[src/rtl/map_gen_core.sv]
// map_gen_core: scrolling 16-column obstacle-map generator for the endless runner.
// The map shifts one column toward the player (bit MAP_W-1) on each game tick.
// The new bit 0 comes from a 16-bit LFSR, gated by a difficulty-dependent density
// threshold and a minimum-spacing counter.
// The game tick is the rising edge of clk_div. clk_div is synchronised into
// clk_sys through a three-stage register chain and treated as data.
// Optional build macro: JUMP_ENTROPY_EN. When defined, the player jump level is
// mixed into the LFSR feedback. When undefined, jump is ignored and the map is
// fully deterministic.
module map_gen_core #(
  parameter int          MAP_W     = 16,
  parameter logic [15:0] LFSR_SEED = 16'hACE1
) (
  input  logic             clk_sys,
  input  logic             rst_n,
  input  logic             clk_div,
  input  logic             en,
  input  logic             jump,
  input  logic [1:0]       difficulty,
  output logic [MAP_W-1:0] map
);

  // synchroniser / edge-detect chain for the slow tick level
  logic s1_q, s2_q, s3_q;
  logic tick;

  // generator state
  logic [15:0]      lfsr_q, lfsr_d;
  logic [3:0]       gap_q, gap_d;
  logic [MAP_W-1:0] map_q, map_d;

  // combinational helpers
  logic [3:0]  thr;
  logic [3:0]  min_gap;
  logic        fb;
  logic [15:0] lfsr_shift;
  logic        new_bit;

`ifndef JUMP_ENTROPY_EN
  // jump only matters when entropy mixing is built in
  logic unused_jump;
  assign unused_jump = jump;
`endif

  // one tick per clk_div rising edge, seen two clk_sys edges after the rise
  assign tick = s2_q & ~s3_q;

  // difficulty -> obstacle density threshold and minimum zero run between obstacles
  always_comb begin
    thr     = 4'd2;
    min_gap = 4'd5;
    case (difficulty)
      2'd0: begin thr = 4'd2; min_gap = 4'd5; end
      2'd1: begin thr = 4'd4; min_gap = 4'd4; end
      2'd2: begin thr = 4'd6; min_gap = 4'd3; end
      2'd3: begin thr = 4'd8; min_gap = 4'd2; end
      default: begin thr = 4'd2; min_gap = 4'd5; end
    endcase
  end

  // next-state: LFSR advances every enabled cycle, map/gap only on an enabled tick
  always_comb begin
    // taps x^16 + x^14 + x^13 + x^11 -> bits 15, 13, 12, 10
`ifdef JUMP_ENTROPY_EN
    fb = lfsr_q[15] ^ lfsr_q[13] ^ lfsr_q[12] ^ lfsr_q[10] ^ jump;
`else
    fb = lfsr_q[15] ^ lfsr_q[13] ^ lfsr_q[12] ^ lfsr_q[10];
`endif
    lfsr_shift = {lfsr_q[14:0], fb};

    lfsr_d = lfsr_q;
    if (en) begin
      // never let the register lock up in the all-zero state
      lfsr_d = (lfsr_shift == 16'h0000) ? LFSR_SEED : lfsr_shift;
    end

    // decision uses the LFSR value present on the tick cycle, before it advances
    new_bit = (lfsr_q[3:0] < thr) && (gap_q >= min_gap);

    map_d = map_q;
    gap_d = gap_q;
    if (en && tick) begin
      map_d = {map_q[MAP_W-2:0], new_bit};
      if (new_bit) begin
        gap_d = 4'd0;
      end else if (gap_q != 4'hF) begin
        gap_d = gap_q + 4'd1;
      end
    end
  end

  // state registers with asynchronous clear; sync chain tracks clk_div even when frozen
  always_ff @(posedge clk_sys or negedge rst_n) begin
    if (!rst_n) begin
      s1_q   <= 1'b0;
      s2_q   <= 1'b0;
      s3_q   <= 1'b0;
      lfsr_q <= LFSR_SEED;
      gap_q  <= 4'd0;
      map_q  <= '0;
    end else begin
      s1_q   <= clk_div;
      s2_q   <= s1_q;
      s3_q   <= s2_q;
      lfsr_q <= lfsr_d;
      gap_q  <= gap_d;
      map_q  <= map_d;
    end
  end

  assign map = map_q;

endmodule

[config.mk]
export PLATFORM = sky130hd
export DESIGN_NAME = map_gen_core
export DESIGN_NICKNAME = d
export VERILOG_FILES = /design/src/rtl/map_gen_core.sv
export SDC_FILE = /design/constraint.sdc
export NUM_CORES = 1
export LEC_CHECK = 0
export ABC_AREA = 0
export BUFFER_PORTS_ARGS = -buffer_cell sky130_fd_sc_hd__buf_4
export CAP_MARGIN = 20
export CORE_UTILIZATION = 56
export DETAILED_ROUTE_END_ITERATION = 8
export GPL_ROUTABILITY_DRIVEN = 1
export PLACE_DENSITY = 0.78
export SLEW_MARGIN = 20
export SYNTH_ARGS = -nofsm -noshare
export SYNTH_HDL_FRONTEND = slang
export SYNTH_SLANG_ARGS = --single-unit
[constraint.sdc]
create_clock -name clk_sys -period 2 [get_ports clk_sys]
set_input_delay 0.1 -clock clk_sys [delete_from_list [all_inputs] [get_ports clk_sys]]
set_output_delay 0.1 -clock clk_sys [all_outputs]
set_load 0.02 [all_outputs]
Word-level counts from Yosys, hierarchy flattened
Index checks and enable logic that the tools add are counted.

Register bits: 39. Input port bits: 7. Output and inout bits: 16. Word-level logic and storage cells: 29.

Add/subtract/negate cells: 1. $lt $le $gt $ge: 2. Equality and inequality tests: 4. Mux-type cells: 5. Bitwise gates (word level): 5. Reductions and logical operators: 6.

Operators with widths (number): 4-bit one-hot mux with 4 select lines (2); 16-bit logical NOT (1); 16-bit 2-to-1 mux (1); 4-bit 2-to-1 mux (2); 4-bit by 1-bit adder with 4-bit output, second input constant (1); 2-bit == test, second input constant (2); 4-bit greater-or-equal comparator (1); 4-bit < comparator (1); 4-bit inequality test, second input constant (1); 1-bit XOR (3); 2-bit by 1-bit == test with 1-bit output, second input constant (1); 1-bit logical AND (2); 2-bit logical NOT (1); 2-bit AND reduction (1); 2-bit nonzero test (1); 1-bit bitwise AND (1); 1-bit NOT (1).

Depth between registers and ports, before layout
Depth after elaboration: 6. Gate-level depth with buffers: 8. Depth with buffers taken out: 8.

Least setup slack after synthesis
OpenSTA, ideal clock, no wires.

Kind: register to register. Start point: register lfsr_q[3]. End point: register gap_q[1]. Setup time: 122 ps. Arrival time: 1384 ps. Data required time: 1878 ps. Setup slack: 494 ps. Stages on the path, launching flop included: 6. Buffers on the path: 0. Clock period less this slack: 1506 ps. Cells stage by stage: dfrtp_1 ha_1 a21o_1 a31oi_2 o31ai_2 a32o_1.

Word-level cells in the longest chain between the ends: 4. Elaborated cells between the ends (all ways): 5. Those cells by class: order compare: 1; mux: 1; reduce/logical: 3.

Ends and longest elaborated chain: from (decl) (line 28) `logic [15:0] lfsr_q, lfsr_d;`; from (signal assigned) (line 105) `lfsr_q <= lfsr_d;`; 4-bit < comparator (*) (line 78) `new_bit = (lfsr_q[3:0] < thr) && (gap_q >= min_gap);`; 1-bit logical AND (*) (line 78); 2-bit nonzero test (no line); 2-bit AND reduction (no line); to (signal assigned) (line 106) `gap_q <= gap_d;`; to (decl) (line 29) `logic [3:0] gap_q, gap_d;`.

Mark *: on every way between the ends. The rest lies on a longest branch, timed or not. A chain may end at the register's enable or synchronous reset.

Worst setup path after layout
Same ends and word-level chain as after synthesis.

==> flow_summary.json <==
{
  "path_clk_slew_ps": 120,
  "pwr-share-comb_pct": 28.4,
  "viasPerCell": 5.51,
  "cp-start-kind": "flip-flop",
  "path_cells": "ha_1 > a21o_1 > a31oi_2 > o31ai_2 > a32o_1",
  "finalMaxSlewViolations": 0,
  "die_area_sq_um": 3430,
  "min_from": "en",
  "worstMarginPinSlew_ps": 459,
  "max_cap_viol_count": 0,
  "fin_setup_tns_ps": 0,
  "clock_insertion_delay_worst_skew_ps": 340,
  "mostFrequentLayoutCells": "dfrtp_1, buf_4, mux2_4, ha_1",
  "seq_area_sq_um": 986,
  "hold_viol_final": 0,
  "diodes": 0,
  "cp_top_family": "compound AO/OA/AOI/OAI gates",
  "synth.distinct_cells": 33,
  "reg2reg_from": "lfsr_q[3]",
  "async_flop_share_pct": 100,
  "worstSetupStartpoint": "lfsr_q[3]",
  "endpoint_kind": "flip-flop",
  "swShare_pct": 31.9,
  "nNetsFinal": 168,
  "final_cells": 196,
  "first_global_vias": 1079,
  "dpl.cell_count": 186,
  "final_common_cell": "dfrtp_1",
  "ff2ff_path_depth": 5,
  "cts_tree": "built",
  "setup_viol_count_final": 0,
  "grt_pass1_wl_microns": 4750,
  "final.fill_count": 227,
  "drtIter0Drc": 25,
  "first_pass_iters": 4,
  "syn_avg_cell_area_sq_um": 14.3,
  "ys_seq_area_share_pct": 55.0,
  "vias": 1079,
  "synth_edf_count": 0,
  "worst_clock_skew_ps": 9.99,
  "htreeDepth": 2,
  "crit_buf_inv": 0,
  "r2r_end": "gap_q[1]",
  "overflow": 0,
  "initial_utilization_pct": 58.7,
  "peakVddDrop_mv": 0.912,
  "antenna_found_initial": 0,
  "dp_hpwl_microns": 1940,
  "grt_setup_unrepaired": "no",
  "drc": 0,
  "post-cts-setup-buffer-count": 0,
  "p_per_area_nw_per_um2": 1210,
  "grt_start_max_net_pins": 40,
  "die-height_microns": 58.6,
  "wl_microns": 2760,
  "clock_path_buffers": 2,
  "worstHoldPathType": "in2reg",
  "synth_fp_nets": 142,
  "crit_type": "reg2reg",
  "portBuffers": 21,
  "pwr-share-clk_pct": 20.8,
  "reg2reg_setup_slack_ps": 340,
  "critPathRequiredTime_ps": 2230,
  "ys_ff_latch": 39,
  "root_buffer": "clkbuf_4",
  "drive_gt1_share_pct": 39.5,
  "holdPathStages": 2,
  "coreArea_sq_um": 3050,
  "arrival_ps": 1890,
  "min_to": "lfsr_q[0]",
  "syn2layout_area_growth_pct": 15.4,
  "internal_power_mw": 1.71,
  "status": "completed",
  "wl_per_cell_microns": 14.1,
  "finalWorstPathRequiredPeriod_ps": 1660,
  "synthCells": 125,
  "grt_usage_pct": 18.9,
  "synth_flop_cell": "dfrtp_1",
  "io_pins": 23,
  "die_w_microns": 58.6,
  "gp_congestion": 0.793,
  "multiInputGateArea_sq_um": 746,
  "fin_crit_sh_pct": 82.9,
  "power.switching_uw": 800,
  "core.rowCount": 20,
  "seq_power_share_pct": 50.9,
  "max_freq_mhz": 603,
  "synthesis.area_sq_um": 1790,
  "cp_slowest_cell": "dfrtp_1",
  "max_stage_delay_ps": 430,
  "yosys_warnings": 0,
  "path_max_fanout": 5,
  "leakage_nw": 0.995,
  "slew_headroom_pct": 69.4,
  "clkSinkCount": 39,
  "cts_buffers": 5,
  "postRouteAntennaNets": 0
}
[power by group through the flow]
stage | logic, mW | registers, mW | clock network, mW
after CTS | 0.721 | 1.28 | 0.539
after global placement | 0.682 | 1.27 | 0
after global routing | 0.775 | 1.32 | 0.564
after detailed placement | 0.717 | 1.29 | 0
after floorplan | 0.434 | 1.32 | 0
final | 0.710 | 1.28 | 0.520
[layout make-up]
cell class | instances | area share (%)
flip-flops and latches | 39 | 47.7
multi-input cells | 76 | 36.1
repair buffers | 23 | 8.59
well taps | 44 | 2.66
clock inverters | 3 | 2.12
clock buffers | 5 | 1.81
inverters | 6 | 1.09
[cell families (layout without fill, tap and decap cells)]
group | count (synthesis) | in the layout | share of synthesized area [%]
mux | 23 | 23 | 16.5
fa+ha+maj | 10 | 10 | 6.98
flops | 39 | 39 | 55.0
buf+inv | 10 | 37 | 3.42
compound gates | 20 | 20 | 9.49
xor+xnor | 4 | 4 | 1.95
simple gates | 19 | 19 | 6.63
[stage by stage]
stage | hold WS, ps | power, mW | cell area [sq um] | worst slack (ps) | utilization, %
6_report | 151 | 2.51 | 2070 | 343 | 67.7
5_1_grt | 131 | 2.66 | 2070 | 253 | 67.7
4_1_cts | 128 | 2.54 | 2070 | 341 | 67.7
3_5_place_dp | 89.5 | 2.01 | 1970 | 286 | 64.4
3_3_place_gp | 81.7 | 1.95 | 1970 | 353 | 64.4
2_1_floorplan | -196 | 1.75 | 1790 | 494 | -
[flip-flops by register name (all words and copies together) (netlist names)]
signal  flops
lfsr_q     16
s3_q        1
s1_q        1
gap_q       4
s2_q        1
map        16
[worst max-delay path by stage]
stage / to / slack, ps / cells past startpoint
final: gap_q[1] / 340 / 5
after global routing: gap_q[1] / 250 / 5
after global placement: gap_q[2] / 350 / 9
after detailed placement: gap_q[1] / 290 / 9
after floorplan: gap_q[1] / 490 / 5
after CTS: gap_q[1] / 340 / 5
[Yosys cell counts, types with 2 or more instances]
cell      number  share of area (%)
buf_6          3                1.9
dfrtp_1       31                 43
dfstp_2        8                 12
ha_1          10                7.0
inv_1          6                1.3
mux2_1         5                3.1
mux2_2         8                5.0
mux2_4        10                8.4
nand3_1        2               0.56
nor2_1         5                1.0
nor4_1         4                1.4
o21ai_0        2               0.56
o21bai_1       2               0.84
o22a_1         8                3.9
xnor2_1        2               0.98
xor2_1         2               0.98
[metal layers]
layer / GRT usage (%) / up-vias / wire [microns]
met5: 0 / - / 0
met4: 11.6 / 0 / 48
met3: 5.05 / 6 / 128
met2: 28.6 / 30 / 1310
met1: 24.4 / 540 / 1270
li1: - / 503 / -
[timing repair]
action                                 in CTS  in global routing
hold buffers                                2                  0
resized for setup                           0                  0
setup endpoints to repair                   0                  0
endpoints found under the hold margin      32                  0
Note: power is estimated with default switching activity, not from simulation.
